--- config.mk ---
export PLATFORM = sky130hd
export DESIGN_NAME = valid_data_array_flat
export DESIGN_NICKNAME = d
export VERILOG_FILES = /design/src/rtl/valid_data_array_if.sv /design/src/rtl/valid_data_array.sv /design/src/flat_wrapper.sv
export SDC_FILE = /design/constraint.sdc
export NUM_CORES = 1
export LEC_CHECK = 0
export BUFFER_PORTS_ARGS = -buffer_cell sky130_fd_sc_hd__buf_2
export CAP_MARGIN = 20
export CORE_ASPECT_RATIO = 0.5
export CORE_UTILIZATION = 40
export CTS_BUF_LIST = sky130_fd_sc_hd__clkbuf_16
export DETAILED_ROUTE_END_ITERATION = 10
export SLEW_MARGIN = 0
export SYNTH_ARGS = -nofsm -noshare
export SYNTH_HDL_FRONTEND = slang
export SYNTH_SLANG_ARGS = --single-unit
--- constraint.sdc ---
create_clock -name clk -period 1.92 [get_ports clk]
set_input_delay 0.096 -clock clk [delete_from_list [all_inputs] [get_ports clk]]
set_output_delay 0.096 -clock clk [all_outputs]
set_load 0.03 [all_outputs]
--- src/rtl/valid_data_array_if.sv ---
// rtl/valid_data_array_if.sv - access bus for the valid/data storage array
interface valid_data_array_if #(
    parameter int WIDTH       = 128,
    parameter int INDEX_WIDTH = 3
);
    logic                   write;
    logic [INDEX_WIDTH-1:0] index;
    logic [WIDTH-1:0]       datain;
    logic [WIDTH/8-1:0]     byte_en;
    logic                   invalidate;
    logic                   flush_all;
    logic [WIDTH-1:0]       dataout;
    logic                   valid_out;
    logic                   busy;

    modport master (
        output write, index, datain, byte_en, invalidate, flush_all,
        input  dataout, valid_out, busy
    );

    modport slave (
        input  write, index, datain, byte_en, invalidate, flush_all,
        output dataout, valid_out, busy
    );
endinterface

--- src/rtl/valid_data_array.sv ---
// rtl/valid_data_array.sv - byte-writable storage array with per-entry valid bits and sequential flush
module valid_data_array #(
    parameter int WIDTH       = 128,
    parameter int INDEX_WIDTH = 3
) (
    input  logic                clk,
    input  logic                reset_n,
    valid_data_array_if.slave   bus
);
    localparam int DEPTH  = 2 ** INDEX_WIDTH;
    localparam int NBYTES = WIDTH / 8;

    localparam logic [0:0] IDLE  = 1'b0;
    localparam logic [0:0] FLUSH = 1'b1;

    // Data is power-up zero and deliberately survives reset; only valid bits are reset.
    logic [WIDTH-1:0]       mem [DEPTH] = '{default: '0};
    logic [DEPTH-1:0]       valid;
    logic [0:0]             state;
    logic [INDEX_WIDTH-1:0] flush_cnt;
    logic                   busy;

    assign busy          = (state == FLUSH);
    assign bus.busy      = busy;
    assign bus.dataout   = mem[bus.index];
    assign bus.valid_out = valid[bus.index] & ~busy;

    always_ff @(posedge clk) begin
        if (bus.write && !busy) begin
            for (int b = 0; b < NBYTES; b++) begin
                if (bus.byte_en[b]) begin
                    mem[bus.index][8*b +: 8] <= bus.datain[8*b +: 8];
                end
            end
        end
    end

    // Invalidate is assigned last so it wins over a same-cycle write.
    always_ff @(posedge clk or negedge reset_n) begin
        if (!reset_n) begin
            valid <= '0;
        end else if (busy) begin
            valid[flush_cnt] <= 1'b0;
        end else begin
            if (bus.write && (|bus.byte_en)) begin
                valid[bus.index] <= 1'b1;
            end
            if (bus.invalidate) begin
                valid[bus.index] <= 1'b0;
            end
        end
    end

    always_ff @(posedge clk or negedge reset_n) begin
        if (!reset_n) begin
            state     <= IDLE;
            flush_cnt <= '0;
        end else begin
            case (state)
                IDLE: begin
                    flush_cnt <= '0;
                    if (bus.flush_all) begin
                        state <= FLUSH;
                    end
                end
                FLUSH: begin
                    if (flush_cnt == INDEX_WIDTH'(DEPTH - 1)) begin
                        state     <= IDLE;
                        flush_cnt <= '0;
                    end else begin
                        flush_cnt <= flush_cnt + 1'b1;
                    end
                end
                default: begin
                    state     <= IDLE;
                    flush_cnt <= '0;
                end
            endcase
        end
    end
endmodule

--- src/flat_wrapper.sv ---
// flat-port wrapper written by rule: the top's interface ports become plain ports
module valid_data_array_flat 
#(
    parameter int WIDTH       = 128,
    parameter int INDEX_WIDTH = 3
)
  (clk, reset_n, bus_write, bus_index, bus_datain, bus_byte_en, bus_invalidate, bus_flush_all, bus_dataout, bus_valid_out, bus_busy);
  valid_data_array_if #(.WIDTH(WIDTH), .INDEX_WIDTH(INDEX_WIDTH)) bus_i ();
  input  logic clk;
  input  logic reset_n;
  input wire logic [$bits(bus_i.write)-1:0] bus_write;
  input wire logic [$bits(bus_i.index)-1:0] bus_index;
  input wire logic [$bits(bus_i.datain)-1:0] bus_datain;
  input wire logic [$bits(bus_i.byte_en)-1:0] bus_byte_en;
  input wire logic [$bits(bus_i.invalidate)-1:0] bus_invalidate;
  input wire logic [$bits(bus_i.flush_all)-1:0] bus_flush_all;
  output wire logic [$bits(bus_i.dataout)-1:0] bus_dataout;
  output wire logic [$bits(bus_i.valid_out)-1:0] bus_valid_out;
  output wire logic [$bits(bus_i.busy)-1:0] bus_busy;
  assign bus_i.write = bus_write;
  assign bus_i.index = bus_index;
  assign bus_i.datain = bus_datain;
  assign bus_i.byte_en = bus_byte_en;
  assign bus_i.invalidate = bus_invalidate;
  assign bus_i.flush_all = bus_flush_all;
  assign bus_dataout = bus_i.dataout;
  assign bus_valid_out = bus_i.valid_out;
  assign bus_busy = bus_i.busy;
  valid_data_array #(.WIDTH(WIDTH), .INDEX_WIDTH(INDEX_WIDTH)) u_core (.clk(clk), .reset_n(reset_n), .bus(bus_i));
endmodule
# ---- Word-level counts from Yosys, hierarchy flattened
# Memory sizes are Yosys's and may differ from the RTL's.
# Index checks and enable logic that the tools add are counted.
dict set report totals {
  regBits 12
  ramBits 1024
  in_bits 152
  out_inout_bits 130
  wordCells 86
  mem_count 1
}
dict set report op_classes {
  addsub 1
  n_lt_le_gt_ge 4
  eq_ne 1
  n_mux 63
  bitwise_logic 7
  n_reduce_logical 6
}
# memory words word_bits rd rd_ports_with_merged_regs wr line_no
set memory_table {}
lappend memory_table {u_core.mem 8 128 1 0 1 valid_data_array.sv:17} ;# logic [WIDTH-1:0] mem [DEPTH] = '{default: '0};
# op n
set ops {}
lappend ops {{$mux W1} 53}
lappend ops {{$mux W8} 4}
lappend ops {{$and A8 B8 Y8} 2}
lappend ops {{$not A8 Y8} 2}
lappend ops {{$reduce_or A16 Y1} 1}
lappend ops {{$lt A3 B4 Y1 const B} 2}
lappend ops {{$or A8 B8 Y8} 1}
lappend ops {{$demux W1 S3} 2}
lappend ops {{$ge A3 B1 Y1 const B} 2}
lappend ops {{$pmux W3 S2} 1}
lappend ops {{$logic_and A1 B1 Y1} 4}
lappend ops {{$add A3 B1 Y3 const B} 1}
lappend ops {{$bmux W1 S3} 1}
lappend ops {{$eq A3 B3 Y1 const B} 1}
lappend ops {{$mux W3} 1}
lappend ops {{$pmux W1 S2} 1}
lappend ops {{$and A1 B1 Y1} 1}
lappend ops {{$logic_not A1 Y1} 1}
lappend ops {{$not A1 Y1} 1}

# ---- Depth between registers and ports, before layout
dict set report depth {
  word_depth 10
  mapped_depth 8
  mapped_depth_nobuf 4
}

# ---- Worst setup path before layout
# Ideal clock, no wire load.
dict set report synth_timing {
  kind {flip-flop to flip-flop}
  from {register u_core.state (netlist: u_core.bus.busy)}
  to {memory u_core.mem[0][104] (enable)}
  setup_ns 0.370
  arrival_ns 1.713
  setup_slack_ns -0.164
  stages_incl_launch_ff 6
  path_buffers 2
  period_less_slack_ns 2.084
  cell_sequence {dfrtp_1 > nor2b_1 > buf_2 > clkbuf_1 > nand2_1 > nor2_1}
}
dict set report synth_via {
  elab_chain_cells 4
}
# element line_no
set synth_lines {}
lappend synth_lines {{from (decl)} valid_data_array.sv:19} ;# logic [0:0] state;
lappend synth_lines {{from (signal assigned)} valid_data_array.sv:56} ;# state <= IDLE;
lappend synth_lines {{from (signal assigned)} valid_data_array.sv:63} ;# state <= FLUSH;
lappend synth_lines {{from (signal assigned)} valid_data_array.sv:68} ;# state <= IDLE;
lappend synth_lines {{$logic_not A1 Y1} valid_data_array.sv:29} ;# if (bus.write && !busy) begin
lappend synth_lines {{$logic_and A1 B1 Y1} valid_data_array.sv:29}
lappend synth_lines {{$mux W1} valid_data_array.sv:29}
lappend synth_lines {{$mux W1 (implied by the code)} valid_data_array.sv:32} ;# mem[bus.index][8*b +: 8] <= bus.datain[8*b +: 8];
lappend synth_lines {{to (decl)} valid_data_array.sv:17}
# Every way passes these cells.

# ---- Worst setup path after layout
dict set report layout_timing {
  from {memory u_core.mem[6][71]}
  to {output bus_dataout[71]}
}
dict set report layout_via {
  elab_chain_cells 1
}
# element line_no
set layout_lines {}
lappend layout_lines {{$mem_v2 Z8 W128} n/a}
lappend layout_lines {{to (decl)} flat_wrapper.sv:17} ;# output wire logic [$bits(bus_i.dataout)-1:0] bus_dataout;
# Every way passes these cells.

==> key figures <==
Synthesis
  • Syn_nets: 2312
  • Post-synth top flop: edfxtp_1
  • Syn avg cell area: 18.5 µm²
  • Post-synth EDFFs: 1024
  • Flops & latches, synth: 1036
  • Synthesized area: 0.0399 mm²
  • Cell count after synthesis: 2158
  • Synth async-reset ratio: roughly 1.2%
  • Cell variety after synth: 56
  • Seq/Total Area, Yosys: between 70 and 80%
  • Warnings from Yosys: 0

Cells and area
  • Layout area overhead: 26.8%
  • Final nets: 2964
  • Final instance area: a little over 0.05 mm²
  • Share of cells above drive strength 1: 36.3%
  • Fin cells: 4215

Place
  • Inst Count DP: 3917
  • IO Port Bufs: 281
  • Post-DP HPWL: 72600 µm
  • Gp weighted congestion: 0.826
  • Post-DP Area: 0.0451 mm²
  • Pre-CTS setup slack: -0.0519 ns

STA
  • Unrepaired setup endpoints after global routing: yes
  • Worst slew margin: 51.7%
  • Fin. max-slew vios: 0
  • Setup tns final: -10.40 ns
  • Clk_skew: 0.0144 ns
  • Worst Tran Pin Value: 0.717 ns
  • Period utilisation layout: 116%
  • Maximum clock frequency: 448 MHz
  • Final WS setup: -0.315 ns
  • Min Tclk post-route: 2.23 ns
  • Hold Fails Final Rpt: 0
  • Final Setup Violations: 72

Worst setup path
  • Worst Setup End Kind: output port
  • Reg2reg start: u_core.bus.busy
  • Required time worst endpoint: 1.82 ns
  • Worst Setup SP: u_core.mem[6][71]
  • R2R Setup Slk: between 0.1 and 0.15 ns
  • Crit Path Max Fanout: 1
  • Path depth of the worst reg2reg path: 4
  • Setup CP Type: register to output port
  • WP data arrival: approximately 2.1 ns
  • Reg2Reg Capture Point: u_core.mem[0][59]
  • Worst setup endpoint: bus_dataout[71]
  • Setup crit start kind: register

Power and ir drop
  • Max IR drop VDD: 0.000633 V
  • Leakage power: 17.4 nW
  • Total power: 47.7 mW
  • Power per cell area: between 900 and 1000 mW/mm²

Die
  • Row count: 81
  • Die Area: 0.101 mm²
  • Starting Density: slightly above 40%
  • Core Area: 0.0983 mm²
  • Die Y: 225 µm
  • Io pins: ~280
  • Die X-Extent: 449 µm

Route
  • Pre-antenna DRT Iters: 8
  • Routed wire per std cell: 26.7 µm
  • Initial drt markers: 2289
  • Vias/cell: 5.56
  • Final wirelength: 113000 µm
  • Vias: 23445
  • DRC violations left: 0
  • DRT antenna net count: 0

Clocking
  • CTS sink cnt: 1036
  • CTS tree: done
  • Clock slew at reported path FFs: 0.07 ns
  • CTS Root Buffer Type: clkbuf_16
  • Clk_lat worst skew: 0.65 ns
  • H-tree Lvls: 3
  • CTS buffer count: 93
  • Clock buffer depth: 3

Global route
  • Final global-route overflow total: 0
  • Initial antenna violation count: 5
  • Largest net degree at the start of global routing: 81
  • First-pass GRT wire length: 162000 µm
  • Vias in the first global route: 23317
  • GRT Util Overall: 22.0%

Outcome
  • Failing checks: negative setup slack
  • Outcome: complete, but fails checks

Min path
  • Hold Path Class: primary input to register

Run
  • Max-cap violations: 0
[stage by stage]
step	hold WS, ns	util [%]
3_5_place_dp	-0.0127	45.9
4_1_cts	0.0161	51.2
6_report	0.0585	51.5
2_1_floorplan	-0.200	-
3_3_place_gp	-0.0129	45.9
5_1_grt	0.0598	51.5
[layer usage]
metal	part of all wire, %	vias to the layer above	track usage [%]
li1	-	10073	-
met1	41	12337	29.6
met2	50	873	37.1
met3	6.3	160	3.49
met4	2.4	2	6.06
met5	0.012	-	0
[synthesized netlist by cell type (12+ instances only)]
library cell,number,area share (%)
buf_2,54,0.68
a221oi_1,52,1.1
mux2_2,81,2.3
a22oi_1,91,1.7
buf_4,31,0.58
o21ai_0,56,0.70
a221oi_2,12,0.45
a221o_1,32,0.80
clkbuf_1,23,0.22
o211ai_1,13,0.24
edfxtp_1,1024,77
nand2_1,130,1.2
o21ai_1,13,0.16
mux2i_1,59,1.5
mux4_2,84,4.7
and2_1,14,0.22
nor2_1,161,1.5
a21oi_1,51,0.64
a21o_1,13,0.24
buf_6,17,0.48
dfrtp_1,12,0.75
[critical path, cell delays in order (launching register included)]
cell      delay [ns]
edfxtp_1        0.37
mux4_2          0.47
and2_1          0.15
a221o_1         0.32
buf_6           0.16
[state kept, by name, indices dropped and copies added (netlist names)]
| name | count |
|---|---|
| u_core.valid | 8 |
| u_core.flush_cnt | 3 |
| u_core.bus.busy | 1 |
| u_core.mem | 1024 |
[cell usage in the layout, fill, tap and decap left out, types with 10 or more instances in the layout]
cell | Yosys | layout
nand2_1 | 130 | 84
buf_4 | 31 | 242
nor2_2 | 0 | 24
buf_6 | 17 | 89
mux2i_1 | 59 | 59
clkinv_1 | 0 | 24
a221oi_2 | 12 | 42
nor2_1 | 161 | 130
a22o_1 | 11 | 11
nand2_2 | 6 | 52
a21o_1 | 13 | 13
o21ai_1 | 13 | 19
o21ai_0 | 56 | 38
o211ai_1 | 13 | 13
dlygate4sd3_1 | 0 | 132
a221oi_1 | 52 | 16
edfxtp_1 | 1024 | 1024
buf_12 | 1 | 57
a211o_1 | 10 | 10
mux4_2 | 84 | 84
a222oi_1 | 11 | 11
clkbuf_16 | 0 | 96
o21ai_2 | 0 | 12
a21oi_1 | 51 | 42
mux2_2 | 81 | 56
buf_2 | 54 | 166
and2_4 | 0 | 14
mux2_4 | 3 | 29
inv_1 | 2 | 24
dfrtp_1 | 12 | 12
clkinv_2 | 0 | 15
a221o_1 | 32 | 32
a22oi_1 | 91 | 90
[worst min path at each step]
stage,startpoint,to,slack [ns],depth (start not counted)
global route,bus_index[0],u_core.valid[1],0.06,4
floorplan,reset_n,u_core.bus.busy,-0.20,0
global placement,reset_n,u_core.valid[2],-0.01,1
detailed placement,reset_n,u_core.valid[0],-0.01,1
CTS,bus_index[0],u_core.valid[1],0.02,4
finish,bus_index[0],u_core.valid[1],0.06,4
[area by class of cell]
class / count / area, µm²
multi-input combinational: 986 / 8910
inverter: 4 / 21.3
fill: 7927 / 47700
tap: 1328 / 1660
antenna: 4 / 10.0
sequential: 1036 / 31000
clock inverter: 72 / 413
clock buffer: 96 / 2400
timing repair buffer: 689 / 6160
[where the power goes]
part	leakage, nW	total (mW)	internal [mW]	switching, mW
registers	9.37	25.4	25.2	0.143
clock network	1.46	17.5	9.44	8.10
logic	6.54	4.79	1.90	2.89
total	17.4	47.7	36.5	11.1
[what timing repair did]
item | CTS | global route
pin swaps | 89 | 67
setup buffers | 1 | 0
hold endpoints to repair | 1045 | 0
setup endpoints to repair | 108 | 132
resized for setup | 321 | 87
hold buffers | 132 | 0
[cell families after synthesis]
logic type / share of synthesized area [%]
compound gates: 7.57
fa+ha+maj: 0.0626
buf+inv: 2.17
flops: 77.7
mux: 8.64
simple gates: 3.81
Power figures use the tool's default switching activity.
